`src/rtl/hs32_fetch_pkg.sv`:
```
// Shared constants and types for the hs32 instruction fetch unit.
package hs32_fetch_pkg;
    localparam int INST_W = 32;
    localparam int ENT_W = 2 * INST_W;
    localparam int BUF_DEPTH = 2;
    localparam int CNT_W = 2;
    localparam logic [CNT_W-1:0] BUF_FULL = CNT_W'(BUF_DEPTH);
    localparam logic [INST_W-1:0] PC_INC = 32'd4;
    localparam logic [INST_W-1:0] RESET_VEC = 32'h0000_0000;

    typedef enum logic [1:0] {
        IDLE    = 2'd0,
        WAIT    = 2'd1,
        DISCARD = 2'd2
    } state_t;

    function automatic logic [INST_W-1:0] align_pc(input logic [INST_W-1:0] a);
        return {a[INST_W-1:2], 2'b00};
    endfunction
endpackage

```
`src/rtl/hs32_fetch_fifo.sv`:
```
// Two-entry prefetch buffer of {addr, data} words; head is the oldest entry.
module hs32_fetch_fifo
    import hs32_fetch_pkg::*;
(
    input  logic             clk,
    input  logic             reset,
    input  logic             clear,
    input  logic             push,
    input  logic             pop,
    input  logic [ENT_W-1:0] din,
    output logic [ENT_W-1:0] head,
    output logic [CNT_W-1:0] count
);
    logic [ENT_W-1:0] e0, e1;
    logic             pop_ok;

    assign head   = e0;
    assign pop_ok = pop && (count != '0);

    always_ff @(posedge clk) begin
        if (reset) begin
            count <= '0;
            e0    <= '0;
            e1    <= '0;
        end else if (clear) begin
            count <= '0;
        end else begin
            case ({push, pop_ok})
                2'b10: begin
                    if (count == '0)
                        e0 <= din;
                    else
                        e1 <= din;
                    if (count != BUF_FULL)
                        count <= count + 2'd1;
                end
                2'b01: begin
                    e0    <= e1;
                    count <= count - 2'd1;
                end
                // Simultaneous push/pop: count unchanged, older entry leaves first.
                2'b11: begin
                    if (count == 2'd1) begin
                        e0 <= din;
                    end else begin
                        e0 <= e1;
                        e1 <= din;
                    end
                end
                default: ;
            endcase
        end
    end
endmodule

```
`src/rtl/hs32_fetch.sv`:
```
// Instruction fetch: one outstanding memory read, 2-deep prefetch, redirect on flush.
module hs32_fetch
    import hs32_fetch_pkg::*;
(
    input  logic              clk,
    input  logic              reset,
    input  logic [INST_W-1:0] newpc,
    input  logic              flush,
    output logic [INST_W-1:0] addr,
    output logic              reqm,
    input  logic              ackm,
    input  logic [INST_W-1:0] dtrm,
    input  logic              reqd,
    output logic              ackd,
    output logic [INST_W-1:0] instd,
    output logic [INST_W-1:0] pcd
);
    state_t            state, state_n;
    logic [INST_W-1:0] pc, pc_n, tgt, tgt_n, addr_n;
    logic              reqm_n, push, pop;
    logic [ENT_W-1:0]  head;
    logic [CNT_W-1:0]  count;

    assign pop = reqd && (count != '0) && !ackd && !flush;

    hs32_fetch_fifo u_fifo (
        .clk   (clk),
        .reset (reset),
        .clear (flush),
        .push  (push),
        .pop   (pop),
        .din   ({addr, dtrm}),
        .head  (head),
        .count (count)
    );

    always_comb begin
        state_n = state;
        pc_n    = pc;
        tgt_n   = tgt;
        addr_n  = addr;
        reqm_n  = reqm;
        push    = 1'b0;
        case (state)
            IDLE: begin
                if (flush) begin
                    pc_n = align_pc(newpc);
                end else if (count != BUF_FULL) begin
                    state_n = WAIT;
                    reqm_n  = 1'b1;
                    addr_n  = pc;
                end
            end
            WAIT: begin
                if (flush && ackm) begin
                    pc_n    = align_pc(newpc);
                    state_n = IDLE;
                    reqm_n  = 1'b0;
                end else if (flush) begin
                    // Bus read cannot be aborted; ride it out in DISCARD.
                    tgt_n   = align_pc(newpc);
                    state_n = DISCARD;
                end else if (ackm) begin
                    push    = 1'b1;
                    pc_n    = pc + PC_INC;
                    state_n = IDLE;
                    reqm_n  = 1'b0;
                end
            end
            DISCARD: begin
                if (flush)
                    tgt_n = align_pc(newpc);
                if (ackm) begin
                    pc_n    = flush ? align_pc(newpc) : tgt;
                    state_n = IDLE;
                    reqm_n  = 1'b0;
                end
            end
            default: state_n = IDLE;
        endcase
    end

    always_ff @(posedge clk) begin
        if (reset) begin
            state <= IDLE;
            pc    <= RESET_VEC;
            tgt   <= '0;
            reqm  <= 1'b0;
            addr  <= '0;
            ackd  <= 1'b0;
            instd <= '0;
            pcd   <= '0;
        end else begin
            state <= state_n;
            pc    <= pc_n;
            tgt   <= tgt_n;
            reqm  <= reqm_n;
            addr  <= addr_n;
            ackd  <= pop;
            if (pop) begin
                pcd   <= head[ENT_W-1:INST_W];
                instd <= head[INST_W-1:0];
            end
        end
    end
endmodule
```
`config.mk`:
```
export PLATFORM = sky130hd
export DESIGN_NAME = hs32_fetch
export DESIGN_NICKNAME = d
export VERILOG_FILES = /design/src/rtl/hs32_fetch_pkg.sv /design/src/rtl/hs32_fetch_fifo.sv /design/src/rtl/hs32_fetch.sv
export SDC_FILE = /design/constraint.sdc
export NUM_CORES = 1
export LEC_CHECK = 0
export CAP_MARGIN = 20
export CORE_UTILIZATION = 35
export DETAILED_ROUTE_END_ITERATION = 10
export GPL_TIMING_DRIVEN = 0
export RECOVER_POWER = 100
export SYNTH_ARGS = -nofsm -noshare
export SYNTH_HDL_FRONTEND = slang
export SYNTH_SLANG_ARGS = --single-unit
```
`constraint.sdc`:
```
create_clock -name clk -period 2 [get_ports clk]
set_input_delay 0.3 -clock clk [delete_from_list [all_inputs] [get_ports clk]]
set_output_delay 0.3 -clock clk [all_outputs]
set_load 0.1 [all_outputs]
```
==> impl_metrics.yaml <==
yosys:
  synth.top_cell.area_share_pct: 48.16
  synth.area.top_cells: "dfxtp_1 (48%), nand2_1 (13%), a21oi_1 (8.9%)"
  synth_area_leader_cell: "dfxtp_1"
  yosys_warnings: 0
  yosys-top-cells-count: "nand2_1 (423), dfxtp_1 (294), a21oi_1 (217)"
  synth.distinct_cells: 64
  yosysSeqAreaShare_pct: 48.16
  syn_area_um2: 12220
  ys.flop_type: "dfxtp_1"
  synth-edff-count: 0
  synth.most_common_cell: "nand2_1"
  avgSynthCellArea_um2: 8.066
  syn_nets: 1592
  synth-seq-cells: 294
  ys_async_sr_fraction_pct: 0
  synthCells: 1515
final_layout:
  fill_cells: 3380
  instances_no_fill: 2210
  drive_gt1_share_pct: 19.67
  nNetsFinal: 1810
  areaGrowthSynthToFinish_pct: 35.38
global_route:
  grt_pass1_vias: 10490
  grt_usage_pct: 20.51
  overflow: 0
  grt_first_pass_wirelength_um: 58390
  grt_start_max_net_pins: 15
  antenna_found_initial: 1
clocking:
  clock_latency_ns: 0.56
  numCtsBuffers: 31
  clkTransAtPathRegs_ns: 0.06
  clockBufferDepth: 3
  cts_tree: "done"
  clockRootBuffer: "clkbuf_16"
  cts_sinks: 294
  cts_hold_buffers: 0
  htreeDepth: 1
drt:
  drt_wl_total_um: 37870
  wl_met3_um: 1941
  met2_length_um: 18020
  dr_total_vias: 11360
  post-route-drc-count: 0
  postRouteAntennaNets: 0
  wl_met1_um: 16980
  wl_per_cell_um: 17.13
  vias_per_cell: 5.138
  drt_iter0_markers: 900
  first_pass_iters: 5
  highest_layer: "met4"
sta:
  setup_ws_ns: -0.1003
  max_freq_mhz: 476.1
  layout_min_cycle_time_ns: 2.100
  finalCritPeriodShare_pct: 105.0
  rsz0062_at_grt: "yes"
  whs_ns: 0.2924
  skew_ns: 0.01565
  hold_viol: 0
  drv_slew: 0
  slew_headroom_pct: 45.10
  tightest_slew_ns: 0.8234
  setup_viol: 64
setup_path:
  critical_path.most_common_cell: "buf_12"
  critPathLaunch: "u_fifo.count[1]$_SDFFE_PP0P_"
  cp_slowest_cell: "or4b_4"
  r2r-start: "u_fifo.count[1]$_SDFFE_PP0P_"
  critPathLaunchType: "flop"
  required_ns: 2.41
  crit_family: "simple AND/OR/NAND/NOR gates"
  cp-end-kind: "flop"
  worstPathMaxFanout: 8
  cpPeakStageDelay_ns: 0.56
  crit_type: "flop to flop"
  arrival_ns: 2.51
  crit_chain: "inv_2 > ha_4 > or4b_4 > a21oi_4 > buf_12 > buf_12 > buf_12 > mux2i_2 > a211oi_2"
  critPathBufInv: 4
pwr:
  power_density_nw_per_um2: 829.0
  finalPower_uw: 13710
  ir_worst_vdd_v: 0.0007545
  p_leak_uw: 0.005480
placed_design:
  dp.cells: 2133
  io_buffer_count: 163
  hpwl_um: 27420
  gp_congestion: 0.9092
floorplan:
  die_w_um: 188.9
  std_cell_rows: 68
  die_y_um: 188.9
  fp.coreArea_um2: 34460
  die_area_um2: 35670
  io_pins: 167
  start_util_pct: 35.46
run_status:
  status: "finished, violations left"
  violations: "negative setup slack"
hold_path:
  holdCritPathClass: "input pin to flop"
  hold_start: "reset"
run:
  cap_violations: 0
==> stage by stage <==
step	utilization (%)	instance area, um2	setup slack, ns	setup TNS (ns)
after floorplan	-	12290	0.001009	0
after global placement	42.06	14490	-1.101	-183.55
after detailed placement	42.06	14490	-1.115	-190.81
after CTS	47.13	16240	-0.08331	-2.256
after global routing	48.01	16540	-0.1712	-17.15
final	48.01	16540	-0.1003	-2.052
==> worst reg2reg max path, delay by kind of cell (launching register included) <==
kind / cells / cell delay (ns)
compound gates: 2 / 0.25
fa+ha+maj: 1 / 0.15
buf+inv: 4 / 0.46
flops: 1 / 0.33
mux: 1 / 0.22
simple gates: 1 / 0.56
==> state kept, by name (all words and copies together) (netlist names) <==
signal,flops
instd,32
u_fifo.e1,64
u_fifo.head,64
reqm,1
state,2
tgt,32
pcd,32
addr,32
pc,32
ackd,1
u_fifo.count,2
==> placed cells by master (no fill, tap or decap), drive strengths merged, types with 47 or more instances in the layout <==
cell type | synthesis | final
nor2 | 80 | 80
dfxtp | 294 | 294
clkdlybuf4s50 | 0 | 65
nand2 | 423 | 423
buf | 23 | 52
o21ai | 47 | 47
mux2i | 66 | 66
a211oi | 68 | 68
clkbuf | 98 | 137
a21oi | 217 | 217
clkdlybuf4s15 | 0 | 97
==> worst paths after layout <==
check,end,depth (start not counted),slack [ns]
setup reg to reg,u_fifo.head[12]$_SDFFE_PP0P_,9,-0.10
setup / recovery,u_fifo.head[12]$_SDFFE_PP0P_,9,-0.10
hold / removal,pc[29]$_SDFFE_PP0P_,4,0.29
hold reg to reg,pcd[12]$_SDFFE_PP0N_,2,0.45
==> cell families (layout without fill, tap and decap cells) <==
| family | count (synthesis) | in the layout | share of synthesized area (%) |
|---|---|---|---|
| xor+xnor | 9 | 9 | 0.6450 |
| flops | 294 | 294 | 48.16 |
| compound gates | 407 | 407 | 20.12 |
| fa+ha+maj | 8 | 8 | 0.8191 |
| simple gates | 590 | 590 | 20.24 |
| other cells | 0 | 1 | 0 |
| mux | 66 | 66 | 5.406 |
| buf+inv | 141 | 380 | 4.607 |
==> power breakdown <==
group | switching (uW) | leakage, uW | internal, uW
logic | 970 | 0.00256 | 560
registers | 199 | 0.00239 | 6050
clock network | 2330 | 0.000528 | 3600
total | 3500 | 0.00548 | 10200
==> per-layer routing <==
layer  track usage, %  up-vias
li1                 -     5668
met1            27.33     5338
met2            34.04      290
met3            3.021       59
met4            6.514        0
met5                0        -
==> area by class of cell <==
class / instances / area [um2] / share of cell area [%]
Buffer: 114 / 725.7 / 4.386
Clock buffer: 46 / 942.2 / 5.695
Antenna cell: 1 / 2.502 / 0.01513
Sequential cell: 294 / 5912 / 35.73
Timing Repair Buffer: 192 / 1993 / 12.05
Tap cell: 455 / 569.3 / 3.441
Multi-Input combinational cell: 1080 / 6206 / 37.51
Inverter: 20 / 75.07 / 0.4538
Clock inverter: 8 / 118.9 / 0.7184
==> timing repair <==
item | 4_1_cts | 5_1_grt
setup buffers | 16 | 11
pin swaps | 18 | 19
setup endpoints to repair | 354 | 270
gates cloned | 1 | 2
gates resized for setup | 432 | 96
Note: power is estimated with default switching activity, not from simulation.
